--- config.mk ---
export PLATFORM = sky130hd
export DESIGN_NAME = vram_scanout_flat
export DESIGN_NICKNAME = d
export VERILOG_FILES = /design/src/rtl/vram_scanout_if.sv /design/src/rtl/vram_scanout.sv /design/src/flat_wrapper.sv
export SDC_FILE = /design/constraint.sdc
export NUM_CORES = 1
export LEC_CHECK = 0
export BUFFER_PORTS_ARGS = -buffer_cell sky130_fd_sc_hd__buf_2
export CAP_MARGIN = 20
export CORE_UTILIZATION = 45
export CTS_BUF_LIST = sky130_fd_sc_hd__clkbuf_2 sky130_fd_sc_hd__clkbuf_4 sky130_fd_sc_hd__clkbuf_8
export DETAILED_ROUTE_END_ITERATION = 6
export GPL_ROUTABILITY_DRIVEN = 0
export PLACE_DENSITY = 0.74
export SLEW_MARGIN = 20
export SYNTH_ARGS = -nofsm -noshare
export SYNTH_HDL_FRONTEND = slang
export SYNTH_SLANG_ARGS = --single-unit
--- constraint.sdc ---
create_clock -name i_clk -period 12 [get_ports i_clk]
set_input_delay 0 -clock i_clk [delete_from_list [all_inputs] [get_ports i_clk]]
set_output_delay 0 -clock i_clk [all_outputs]
set_load 0.02 [all_outputs]
--- src/rtl/vram_scanout_if.sv ---
// Bundle between the scanout engine and its surroundings: VRAM read port,
// frame base address and the DAC/sync pins.
//
// There is no valid/ready handshake on this bundle. The scanout block owns the
// VRAM read port every cycle. vram_data must carry the byte addressed by
// vram_addr one clock after that address was presented. base_addr is
// level-sampled once per frame.
`timescale 1ns/1ps
interface vram_scanout_if #(
  parameter int ADDR_WIDTH = 14
);
  logic [ADDR_WIDTH-1:0] base_addr;
  logic [ADDR_WIDTH-1:0] vram_addr;
  logic [7:0]            vram_data;
  logic                  hsync;
  logic                  vsync;
  logic                  de;
  logic                  pixel;
  logic                  frame_start;

  // Scanout engine side
  modport master (
    input  base_addr,
    input  vram_data,
    output vram_addr,
    output hsync,
    output vsync,
    output de,
    output pixel,
    output frame_start
  );

  // VRAM / display side
  modport slave (
    output base_addr,
    output vram_data,
    input  vram_addr,
    input  hsync,
    input  vsync,
    input  de,
    input  pixel,
    input  frame_start
  );
endinterface

--- src/rtl/vram_scanout.sv ---
// VGA raster generator and 1bpp bitmap fetcher. Each bitmap byte covers
// 16 clocks (8 pixels doubled), and each bitmap row covers 2 lines.
// Three-stage pipeline:
//   stage 1: register the VRAM address and the counter-derived controls
//   stage 2: VRAM returns the byte; the controls are delayed to match
//   stage 3: select the bit; register the pixel and the sync/enable outputs
// All outputs therefore lag the raster counters by exactly 3 clocks.
`timescale 1ns/1ps
module vram_scanout #(
  parameter int H_VISIBLE  = 640,
  parameter int H_FRONT    = 16,
  parameter int H_SYNC     = 96,
  parameter int H_BACK     = 48,
  parameter int V_VISIBLE  = 480,
  parameter int V_FRONT    = 10,
  parameter int V_SYNC     = 2,
  parameter int V_BACK     = 33,
  parameter int STRIDE     = 40,
  parameter int ADDR_WIDTH = 14
) (
  input  logic           i_clk,
  input  logic           i_rst,
  vram_scanout_if.master io_vram
);

  localparam int H_TOTAL  = H_VISIBLE + H_FRONT + H_SYNC + H_BACK;
  localparam int V_TOTAL  = V_VISIBLE + V_FRONT + V_SYNC + V_BACK;
  localparam int H_W      = $clog2(H_TOTAL);
  localparam int V_W      = $clog2(V_TOTAL);
  localparam int HS_START = H_VISIBLE + H_FRONT;
  localparam int HS_END   = HS_START + H_SYNC;
  localparam int VS_START = V_VISIBLE + V_FRONT;
  localparam int VS_END   = VS_START + V_SYNC;

  // Raster counters and the per-frame base
  logic [H_W-1:0]        r_h_cnt;
  logic [V_W-1:0]        r_v_cnt;
  logic [ADDR_WIDTH-1:0] r_base_q;

  // Stage 1
  logic [ADDR_WIDTH-1:0] r_vram_addr;
  logic                  r_de_s1;
  logic                  r_hs_s1;
  logic                  r_vs_s1;
  logic                  r_fs_s1;
  logic [2:0]            r_hsub_s1;

  // Stage 2
  logic                  r_de_s2;
  logic                  r_hs_s2;
  logic                  r_vs_s2;
  logic                  r_fs_s2;
  logic [2:0]            r_hsub_s2;

  // Stage 3 (output registers)
  logic                  r_de;
  logic                  r_hsync;
  logic                  r_vsync;
  logic                  r_fs;
  logic                  r_pixel;

  // Counter-domain decode
  logic                  w_h_last;
  logic                  w_v_last;
  logic                  w_frame_top;
  logic                  w_de_c;
  logic                  w_hs_c;
  logic                  w_vs_c;
  logic [ADDR_WIDTH-1:0] w_base_eff;
  logic [31:0]           w_row_off;
  logic [ADDR_WIDTH-1:0] w_addr_next;
  logic [2:0]            w_bit_sel;

  assign w_h_last    = (r_h_cnt == H_W'(H_TOTAL - 1));
  assign w_v_last    = (r_v_cnt == V_W'(V_TOTAL - 1));
  assign w_frame_top = (r_h_cnt == '0) && (r_v_cnt == '0);

  assign w_de_c = (int'(r_h_cnt) < H_VISIBLE) && (int'(r_v_cnt) < V_VISIBLE);
  // Sync windows are active-low at the pins, so these are 0 inside the window.
  assign w_hs_c = !((int'(r_h_cnt) >= HS_START) && (int'(r_h_cnt) < HS_END));
  assign w_vs_c = !((int'(r_v_cnt) >= VS_START) && (int'(r_v_cnt) < VS_END));

  // The first fetch of a frame must already use the base being latched on
  // that same cycle, so bypass base_q at the top-left counter position.
  assign w_base_eff  = w_frame_top ? io_vram.base_addr : r_base_q;
  assign w_row_off   = 32'(r_v_cnt >> 1) * 32'(STRIDE);
  // Natural ADDR_WIDTH-bit wraparound gives the modulo-2^14 address.
  assign w_addr_next = w_base_eff + w_row_off[ADDR_WIDTH-1:0]
                     + ADDR_WIDTH'(r_h_cnt >> 4);

  // MSB is the leftmost pixel of each byte.
  assign w_bit_sel = 3'd7 - r_hsub_s2;

  // Horizontal / vertical raster counters, wrapping at the frame end
  always_ff @(posedge i_clk or posedge i_rst) begin
    if (i_rst) begin
      r_h_cnt <= '0;
      r_v_cnt <= '0;
    end else if (w_h_last) begin
      r_h_cnt <= '0;
      r_v_cnt <= w_v_last ? '0 : r_v_cnt + V_W'(1);
    end else begin
      r_h_cnt <= r_h_cnt + H_W'(1);
    end
  end

  // Latch the bitmap base once per frame so buffer flips never tear
  always_ff @(posedge i_clk or posedge i_rst) begin
    if (i_rst) begin
      r_base_q <= '0;
    end else if (w_frame_top) begin
      r_base_q <= io_vram.base_addr;
    end
  end

  // Stage 1: present the VRAM address and capture the counter-derived controls
  always_ff @(posedge i_clk or posedge i_rst) begin
    if (i_rst) begin
      r_vram_addr <= '0;
      r_de_s1     <= 1'b0;
      r_hs_s1     <= 1'b1;
      r_vs_s1     <= 1'b1;
      r_fs_s1     <= 1'b0;
      r_hsub_s1   <= '0;
    end else begin
      r_vram_addr <= w_addr_next;
      r_de_s1     <= w_de_c;
      r_hs_s1     <= w_hs_c;
      r_vs_s1     <= w_vs_c;
      r_fs_s1     <= w_frame_top;
      r_hsub_s1   <= r_h_cnt[3:1];
    end
  end

  // Stage 2: delay the controls while VRAM produces the addressed byte
  always_ff @(posedge i_clk or posedge i_rst) begin
    if (i_rst) begin
      r_de_s2   <= 1'b0;
      r_hs_s2   <= 1'b1;
      r_vs_s2   <= 1'b1;
      r_fs_s2   <= 1'b0;
      r_hsub_s2 <= '0;
    end else begin
      r_de_s2   <= r_de_s1;
      r_hs_s2   <= r_hs_s1;
      r_vs_s2   <= r_vs_s1;
      r_fs_s2   <= r_fs_s1;
      r_hsub_s2 <= r_hsub_s1;
    end
  end

  // Stage 3: select the pixel bit (blanked outside DE) and register the pins
  always_ff @(posedge i_clk or posedge i_rst) begin
    if (i_rst) begin
      r_de    <= 1'b0;
      r_hsync <= 1'b1;
      r_vsync <= 1'b1;
      r_fs    <= 1'b0;
      r_pixel <= 1'b0;
    end else begin
      r_de    <= r_de_s2;
      r_hsync <= r_hs_s2;
      r_vsync <= r_vs_s2;
      r_fs    <= r_fs_s2;
      r_pixel <= r_de_s2 ? io_vram.vram_data[w_bit_sel] : 1'b0;
    end
  end

  assign io_vram.vram_addr   = r_vram_addr;
  assign io_vram.de          = r_de;
  assign io_vram.hsync       = r_hsync;
  assign io_vram.vsync       = r_vsync;
  assign io_vram.frame_start = r_fs;
  assign io_vram.pixel       = r_pixel;

endmodule

--- src/flat_wrapper.sv ---
// flat-port wrapper written by rule: the top's interface ports become plain ports
module vram_scanout_flat 
#(
  parameter int H_VISIBLE  = 640,
  parameter int H_FRONT    = 16,
  parameter int H_SYNC     = 96,
  parameter int H_BACK     = 48,
  parameter int V_VISIBLE  = 480,
  parameter int V_FRONT    = 10,
  parameter int V_SYNC     = 2,
  parameter int V_BACK     = 33,
  parameter int STRIDE     = 40,
  parameter int ADDR_WIDTH = 14
)
  (i_clk, i_rst, io_vram_base_addr, io_vram_vram_data, io_vram_vram_addr, io_vram_hsync, io_vram_vsync, io_vram_de, io_vram_pixel, io_vram_frame_start);
  vram_scanout_if #(.ADDR_WIDTH(ADDR_WIDTH)) io_vram_i ();
  input  logic i_clk;
  input  logic i_rst;
  input wire logic [$bits(io_vram_i.base_addr)-1:0] io_vram_base_addr;
  input wire logic [$bits(io_vram_i.vram_data)-1:0] io_vram_vram_data;
  output wire logic [$bits(io_vram_i.vram_addr)-1:0] io_vram_vram_addr;
  output wire logic [$bits(io_vram_i.hsync)-1:0] io_vram_hsync;
  output wire logic [$bits(io_vram_i.vsync)-1:0] io_vram_vsync;
  output wire logic [$bits(io_vram_i.de)-1:0] io_vram_de;
  output wire logic [$bits(io_vram_i.pixel)-1:0] io_vram_pixel;
  output wire logic [$bits(io_vram_i.frame_start)-1:0] io_vram_frame_start;
  assign io_vram_i.base_addr = io_vram_base_addr;
  assign io_vram_i.vram_data = io_vram_vram_data;
  assign io_vram_vram_addr = io_vram_i.vram_addr;
  assign io_vram_hsync = io_vram_i.hsync;
  assign io_vram_vsync = io_vram_i.vsync;
  assign io_vram_de = io_vram_i.de;
  assign io_vram_pixel = io_vram_i.pixel;
  assign io_vram_frame_start = io_vram_i.frame_start;
  vram_scanout #(.H_VISIBLE(H_VISIBLE), .H_FRONT(H_FRONT), .H_SYNC(H_SYNC), .H_BACK(H_BACK), .V_VISIBLE(V_VISIBLE), .V_FRONT(V_FRONT), .V_SYNC(V_SYNC), .V_BACK(V_BACK), .STRIDE(STRIDE), .ADDR_WIDTH(ADDR_WIDTH)) u_core (.i_clk(i_clk), .i_rst(i_rst), .io_vram(io_vram_i));
endmodule
==> results.tsv, run 1 <==
metric	value	unit
syn-num-nets	379	
num_io_pins	43	
synth_top_area_frac	0.425	
cts_resized	0	
synth-async-reset-ratio	1.00	
max_slew_margin	0.471	
critPathMaxFanout	14	
post_drt_wl_per_cell	13.7	um
fmax	228	MHz
maxSlewViolCount	0	
p_comb_frac	0.082	
yosys.area.top_type	dfrtp_1	
arrival	4.62	ns
yosysSeqAreaShare	0.469	
ys_top_cells_by_count	dfrtp_1 (61), ha_1 (40), inv_1 (20), nor2_1 (20), xnor2_1 (19)	
cts_buffers	9	
nets	442	
fill_cells	655	
placed_area	3910	sq um
seqCellArea	1680	sq um
die_area	8340	sq um
drt_pass1_iterations	4	
setup_viol_count_final	0	
grt_pass1_wl	11400	um
power.share.clock	0.417	
clock_latency	0.35	ns
gr-total-overflow	0	
synthTopCellsByArea	dfrtp_1 (43%), ha_1 (14%), xnor2_1 (4.6%)	
die_w	91.3	um
tightest_slew	0.788	ns
switching_share	0.252	
postRouteWirelength	6560	um
post_cts.repair.setup_buffers	0	
fp.dieH	91.3	um
ys.flop_type	dfrtp_1	
via_count	2516	
grt_max_degree	37	
ys_ff_latch	67	
antenna_found_initial	0	
drt_iter0_drc	121	
clock-sinks	67	
start_kind	flop	
design_area	4270	sq um
dp_cells	449	
hpwlAfterDp	4820	um
critPathKind	reg -> reg	
synth_cell_type_count	46	
fin_skew	0.0109	ns
multi_input_area	1810	sq um
initial_core_util	0.465	
drv_cap	0	
port_buffers	42	
syn2layout_area_growth	18.9	%
syn_area	3590	sq um
clk_pin_slew	0.08	ns
core-area	7730	sq um
grt_use_total	0.174	
drive_gt1_frac	0.225	
viasPerCell	5.24	
finalCriticalPeriod	4.38	ns
status	finished, final reports clean	
post-place-ws	7.63	ns
p_leak	2.07	nW
p_switching	0.000118	W
synth_most_common_cell	dfrtp_1	
min_path_type	in -> reg	
postRouteAntennaNets	0	
clk_path_buf_depth	2	
cts_htree_levels	3	
hold_violations	0	
grt_pass1_vias	2523	
end_kind	flop	
seq_power_share	0.501	
cp.required	12.24	ns
timing.final.crit_share	0.365	
finalSetupTns	0	ns
intPower	0.000348	W
rows	32	
fin_cells	480	
rsz0062_at_grt	false	
postSynthCellCount	310	
root_buffer	clkbuf_8	
insertedDiodeCount	0	
ir_drop	0.0000513	V
synth.avg_cell_area	11.6	sq um
ys_warn_count	0	
synth_edf_count	0	
remaining_drc_errors	0	
power_density	109	nW/um^2
cts_tree	built	
fin_ws	7.62	ns
power	0.000466	W
==> worst max-delay path, cell delays in order (launching register included) <==
cell      delay, ns
dfrtp_1        0.43
inv_1          0.08
ha_1           0.13
or4b_4         0.48
nor3_4         0.66
mux2_2         0.43
ha_1           0.28
ha_1           0.23
fa_1           0.42
a211oi_1       0.23
nor2_1         0.11
o22ai_1        0.31
a211oi_1       0.15
xor2_1         0.19
xnor2_1        0.14
==> layer usage <==
| metal | vias up | routed length, um | track usage |
|---|---|---|---|
| met2 | 62 | 3200 | 0.290 |
| met3 | 11 | 254 | 0.0486 |
| met5 | - | 0 | 0 |
| met1 | 1220 | 3010 | 0.218 |
| met4 | 0 | 104 | 0.0608 |
| li1 | 1223 | - | - |
==> flip-flops by register name, summed over array words and instances (netlist names), 3 cells and up <==
register,flops
u_core.io_vram.vram_addr,14
u_core.r_base_q,14
u_core.r_h_cnt,10
u_core.r_hsub_s1,3
u_core.r_hsub_s2,3
u_core.r_v_cnt,10
==> power groups by stage <==
stage | Sequential [W] | Combinational [W] | Clock, W
after floorplan | 0.000243 | 0.0000171 | 0
after global placement | 0.000238 | 0.0000338 | 0
after detailed placement | 0.000238 | 0.0000347 | 0
after CTS | 0.000233 | 0.0000387 | 0.000200
after global routing | 0.000234 | 0.0000422 | 0.000210
final | 0.000233 | 0.0000381 | 0.000194
==> path summary, 6_finish.rpt <==
kind	startpoint	end	slack [ns]	depth (start not counted)
min	io_vram_vram_data[7]	u_core.io_vram.pixel	0.13	4
max in group asynchronous	i_rst	u_core.r_vs_s2	10.80	4
max reg2reg	u_core.r_h_cnt[0]	u_core.io_vram.vram_addr[13]	7.62	14
max	u_core.r_h_cnt[0]	u_core.io_vram.vram_addr[13]	7.62	14
min in group asynchronous	i_rst	u_core.r_h_cnt[7]	0.29	3
min reg2reg	u_core.r_fs_s1	u_core.r_fs_s2	0.35	0
==> final cells by class <==
class,instances,share of cell area
Timing Repair Buffer,58,0.0862
Clock buffer,9,0.0290
Sequential cell,67,0.395
Clock inverter,7,0.0191
Inverter,20,0.0176
Multi-Input combinational cell,217,0.424
Tap cell,102,0.0299
==> cell usage in the layout, fill, tap and decap left out, types with 3 or more instances in the layout <==
| cell | netlist | layout |
|---|---|---|
| inv_1 | 20 | 19 |
| nor2b_1 | 4 | 4 |
| clkbuf_8 | 0 | 9 |
| a211oi_1 | 5 | 5 |
| a21oi_1 | 7 | 7 |
| xnor2_1 | 19 | 19 |
| nand2b_1 | 3 | 3 |
| o21a_1 | 6 | 6 |
| and3_1 | 3 | 3 |
| inv_6 | 0 | 4 |
| nor4_1 | 4 | 4 |
| ha_1 | 40 | 40 |
| xor2_1 | 8 | 8 |
| fa_1 | 5 | 5 |
| buf_2 | 1 | 42 |
| nor3_1 | 5 | 5 |
| nand4_1 | 5 | 5 |
| dlygate4sd3_1 | 0 | 15 |
| nand3_1 | 7 | 7 |
| o21ai_0 | 15 | 15 |
| nand2_1 | 15 | 15 |
| nor2_1 | 20 | 20 |
| a21o_1 | 4 | 4 |
| mux2_2 | 13 | 13 |
| o22ai_1 | 3 | 3 |
| dfstp_2 | 6 | 6 |
| dfrtp_1 | 61 | 61 |
==> logic make-up after synthesis <==
kind of cell,share of synthesized area
mux,0.0631
flops,0.469
xor+xnor,0.0659
fa+ha+maj,0.167
buf+inv,0.0275
compound gates,0.0902
simple gates,0.117
==> repair_timing <==
item                       CTS  global route
hold buffers                15             0
hold endpoints to repair    43             0
setup endpoints to repair    0             0
==> through the flow <==
| stage | hold WS [ns] | util |
|---|---|---|
| after floorplan | 0.166 | - |
| after global placement | 0.121 | 0.506 |
| after detailed placement | 0.143 | 0.506 |
| after CTS | 0.120 | 0.552 |
| after global routing | 0.151 | 0.552 |
| final | 0.133 | 0.552 |
(Power assumes the default switching activity.)
==> run 2: changes to the inputs <==
clock period = 4.4 ns   (was 12 ns; I/O delays follow)
==> results.tsv, run 2 (synthesized netlist as in run 1, its figures left out) <==
metric	value	unit
clk_path_buf_depth	2	
final_cell_mix	dfrtp_1 (61), buf_2 (42), ha_1 (40)	
postRouteWirelength	6420	um
syn2layout_area_growth	19.7	%
nets	446	
p_leak	2.09	nW
die_area	8340	sq um
clock_latency	0.34	ns
hold-worst-slack	0.0602	ns
grt_use_total	0.170	
status	finished, final reports clean	
min_path_type	in -> async	
finalSetupTns	0	ns
path_common_cell	ha_1	
drive_gt1_frac	0.233	
drv_cap	0	
timing.final.crit_share	0.928	
viasPerCell	5.08	
setup_viol_count_final	0	
path_cells	inv_1 > ha_1 > or4b_4 > nor3_4 > mux2_2 > ha_1 > ha_1 > fa_1 > a211oi_1 > nor2_1 > o22ai_1 > a211oi_1 > xor2_1 > xnor2_1	
drt_pass1_iterations	4	
via_count	2459	
insertedDiodeCount	0	
clk_pin_slew	0.08	ns
remaining_drc_errors	0	
port_buffers	42	
power_density	295	nW/um^2
hpwlAfterDp	4700	um
cpMaxStageDelayCell	or4b_4	
initial_core_util	0.465	
antenna_found_initial	0	
fill_cells	663	
cp_top_family	adder cells	
post_cts.repair.setup_buffers	0	
grt_max_degree	64	
root_buffer	clkbuf_8	
fp.dieH	91.3	um
critPathKind	reg -> reg	
arrival	4.31	ns
seqCellArea	1680	sq um
fin_skew	0.00729	ns
die_w	91.3	um
end_kind	flop	
postRouteAntennaNets	0	
num_io_pins	43	
grt_pass1_wl	10900	um
critPathMaxStageDelay	0.48	ns
core-area	7730	sq um
post_drt_wl_per_cell	13.3	um
cts_tree	built	
finalCriticalPeriod	4.08	ns
rows	32	
ir_drop	0.000159	V
final_common_cell	dfrtp_1	
hold_violations	0	
clock-sinks	67	
tightest_slew	0.786	ns
fin_cells	484	
dp_cells	453	
drt_iter0_drc	87	
start_kind	flop	
multi_input_area	1810	sq um
cp.buffers_inverters	1	
cts_buffers	9	
fmax	245	MHz
grt_pass1_vias	2419	
maxSlewViolCount	0	
critPathMaxFanout	7	
cp.required	4.62	ns
rsz0062_at_grt	false	
cts_htree_levels	3	
max_slew_margin	0.472	
gr-total-overflow	0	
## run 2: worst paths after layout
check | cells past startpoint | slack (ns) | end | from
setup / recovery | 14 | 0.32 | u_core.io_vram.vram_addr[13] | u_core.r_h_cnt[0]
hold / removal | 3 | 0.06 | u_core.r_base_q[0] | i_rst
hold reg to reg | 0 | 0.35 | u_core.r_hsub_s2[2] | u_core.r_hsub_s1[2]
max in group asynchronous | 4 | 3.38 | u_core.io_vram.vram_addr[3] | i_rst
min in group i_clk | 4 | 0.16 | u_core.io_vram.pixel | io_vram_vram_data[3]
setup reg to reg | 14 | 0.32 | u_core.io_vram.vram_addr[13] | u_core.r_h_cnt[0]
## run 2: final cells by class
class                           count  area share
Clock buffer                        9      0.0288
Inverter                           20      0.0175
Multi-Input combinational cell    217       0.421
Clock inverter                      7      0.0189
Sequential cell                    67       0.392
Timing Repair Buffer               62      0.0926
Tap cell                          102      0.0297
## run 2: what timing repair did
action	4_1_cts	5_1_grt
resized for setup	0	0
endpoints found under the hold margin	65	0
hold buffers	15	0
## run 2: power breakdown
group | internal (W) | switching (W)
Sequential | 0.000632 | 0.00000383
Clock | 0.000270 | 0.000258
Combinational | 0.0000466 | 0.0000563
## run 2: metal layers
metal  GRT usage  up-vias  share of wire
met5           0        -              0
met4      0.0847        0          0.015
met3      0.0410        9          0.034
met2       0.274       57           0.47
met1       0.214     1167           0.48
li1            -     1226              -
## run 2: tightest hold or removal path, stage by stage
cell,delay (ns)
dlygate4sd3_1,0.53
buf_2,0.12
inv_2,0.09
## run 2: stage by stage
step | instance area [sq um] | util | total power [W] | setup WS [ns]
after CTS | 4300 | 0.556 | 0.00129 | 0.305
final | 4300 | 0.556 | 0.00127 | 0.316
after global placement | 3940 | 0.510 | 0.000740 | 0.460
after global routing | 4300 | 0.556 | 0.00133 | 0.0840
after floorplan | 3590 | - | 0.000709 | 0.489
after detailed placement | 3940 | 0.510 | 0.000743 | 0.328
==> run 3: changes to the inputs <==
CORE_MARGIN = 2   (was default)
MAX_ROUTING_LAYER = met4   (was default)
==> results.tsv, run 3 (synthesized netlist as in run 1, its figures left out) <==
metric	value	unit
status	finished, final reports clean	
rsz0062_at_grt	false	
grt_max_degree	37	
path_cells	inv_1 > ha_1 > or4b_4 > nor3_4 > mux2_2 > ha_1 > ha_1 > fa_1 > a211oi_1 > nor2_1 > o22ai_1 > a211oi_1 > xor2_1 > xnor2_1	
cts_buffers	9	
clock-sinks	67	
hold_violations	0	
multi_input_area	1810	sq um
grt_pass1_vias	2507	
remaining_drc_errors	0	
fin_skew	0.00858	ns
postRouteAntennaNets	0	
port_buffers	42	
drt_iter0_drc	74	
clk_path_buf_depth	2	
power_density	295	nW/um^2
antenna_found_initial	0	
intPower	0.000950	W
reg2reg_slack	0.30	ns
drv_cap	0	
setup_viol_count_final	0	
initial_core_util	0.465	
num_io_pins	43	
final_common_cell	dfrtp_1	
power	0.00127	W
grt_pass1_wl	11200	um
path_common_cell	ha_1	
p_leak	2.10	nW
cts_htree_levels	3	
gr-total-overflow	0	
fmax	244	MHz
min_path_type	in -> reg	
p_switching	0.000319	W
postRouteWirelength	6500	um
placed_area	3950	sq um
drt_pass1_iterations	4	
end_kind	flop	
critPathKind	reg -> reg	
switching_share	0.251	
clock_latency	0.35	ns
maxSlewViolCount	0	
clk_pin_slew	0.08	ns
fill_cells	674	
max_slew_margin	0.457	
cp_top_family	adder cells	
hpwlAfterDp	4780	um
via_count	2499	
finalSetupTns	0	ns
cts_tree	built	
timing.final.crit_share	0.931	
power.share.clock	0.418	
seq_power_share	0.501	
cp.buffers_inverters	1	
rows	32	
die_w	93.3	um
grt_use_total	0.167	
critPathMaxStageDelay	0.48	ns
tightest_slew	0.809	ns
die_area	8710	sq um
syn2layout_area_growth	19.9	%
cp.required	4.63	ns
arrival	4.33	ns
root_buffer	clkbuf_8	
finalCriticalPeriod	4.10	ns
seqCellArea	1680	sq um
post_cts.repair.setup_buffers	0	
p_comb_frac	0.081	
viasPerCell	5.15	
core-area	7730	sq um
design_area	4310	sq um
cpMaxStageDelayCell	or4b_4	
final_cell_mix	dfrtp_1 (61), buf_2 (42), ha_1 (40)	
insertedDiodeCount	0	
ir_drop	0.000174	V
drive_gt1_frac	0.235	
post_drt_wl_per_cell	13.4	um
critPathMaxFanout	7	
fp.dieH	93.3	um
nets	447	
start_kind	flop	
==> run 3: layer usage <==
metal | wire [um] | track usage | part of all wire | up-vias
met4 | 108 | 0.0637 | 0.017 | 0
met5 | 0 | - | 0 | -
met2 | 3130 | 0.267 | 0.48 | 59
met1 | 2940 | 0.209 | 0.45 | 1207
met3 | 313 | 0.0371 | 0.048 | 11
li1 | - | - | - | 1222
==> run 3: worst paths after layout <==
path | start | end | cells after the start
worst max-delay path | u_core.r_h_cnt[0] | u_core.io_vram.vram_addr[13] | 14
worst min-delay path | io_vram_vram_data[3] | u_core.io_vram.pixel | 4
worst max register to register | u_core.r_h_cnt[0] | u_core.io_vram.vram_addr[13] | 14
worst min register to register | u_core.r_fs_s2 | u_core.io_vram.frame_start | 0
max in group asynchronous | i_rst | u_core.r_hs_s1 | 4
min in group asynchronous | i_rst | u_core.io_vram.pixel | 3
==> run 3: cell type report <==
cell class / count / area share
multi-input combinational: 217 / 0.420
sequential: 67 / 0.391
timing repair buffer: 63 / 0.0941
tap: 102 / 0.0296
clock buffer: 9 / 0.0288
clock inverter: 7 / 0.0192
inverter: 20 / 0.0174
==> run 3: power by group through the flow <==
stage / combinational [W] / sequential (W) / clock, W
6_report: 0.000103 / 0.000636 / 0.000530
5_1_grt: 0.000114 / 0.000637 / 0.000565
4_1_cts: 0.000105 / 0.000636 / 0.000539
3_5_place_dp: 0.0000942 / 0.000648 / 0
3_3_place_gp: 0.0000919 / 0.000648 / 0
2_1_floorplan: 0.0000467 / 0.000662 / 0
==> run 3: what timing repair did <==
action,4_1_cts,5_1_grt
hold buffers,15,0
endpoints found under the setup margin,0,1
resized for setup,0,1
endpoints found under the hold margin,42,0
==> run 3: worst min-delay path, cell delays in order <==
cell and delay, ns:
buf_2 0.07, mux4_2 0.21, mux2i_1 0.07, nor2b_1 0.13
==> run 3: metrics by stage <==
step | util | instances | setup slack, ns | hold slack, ns
after floorplan | - | 310 | 0.489 | 0.166
after global placement | 0.511 | 454 | 0.441 | 0.115
after detailed placement | 0.511 | 454 | 0.321 | 0.118
after CTS | 0.557 | 485 | 0.295 | 0.175
after global routing | 0.557 | 485 | 0.0830 | 0.239
final | 0.557 | 485 | 0.303 | 0.180
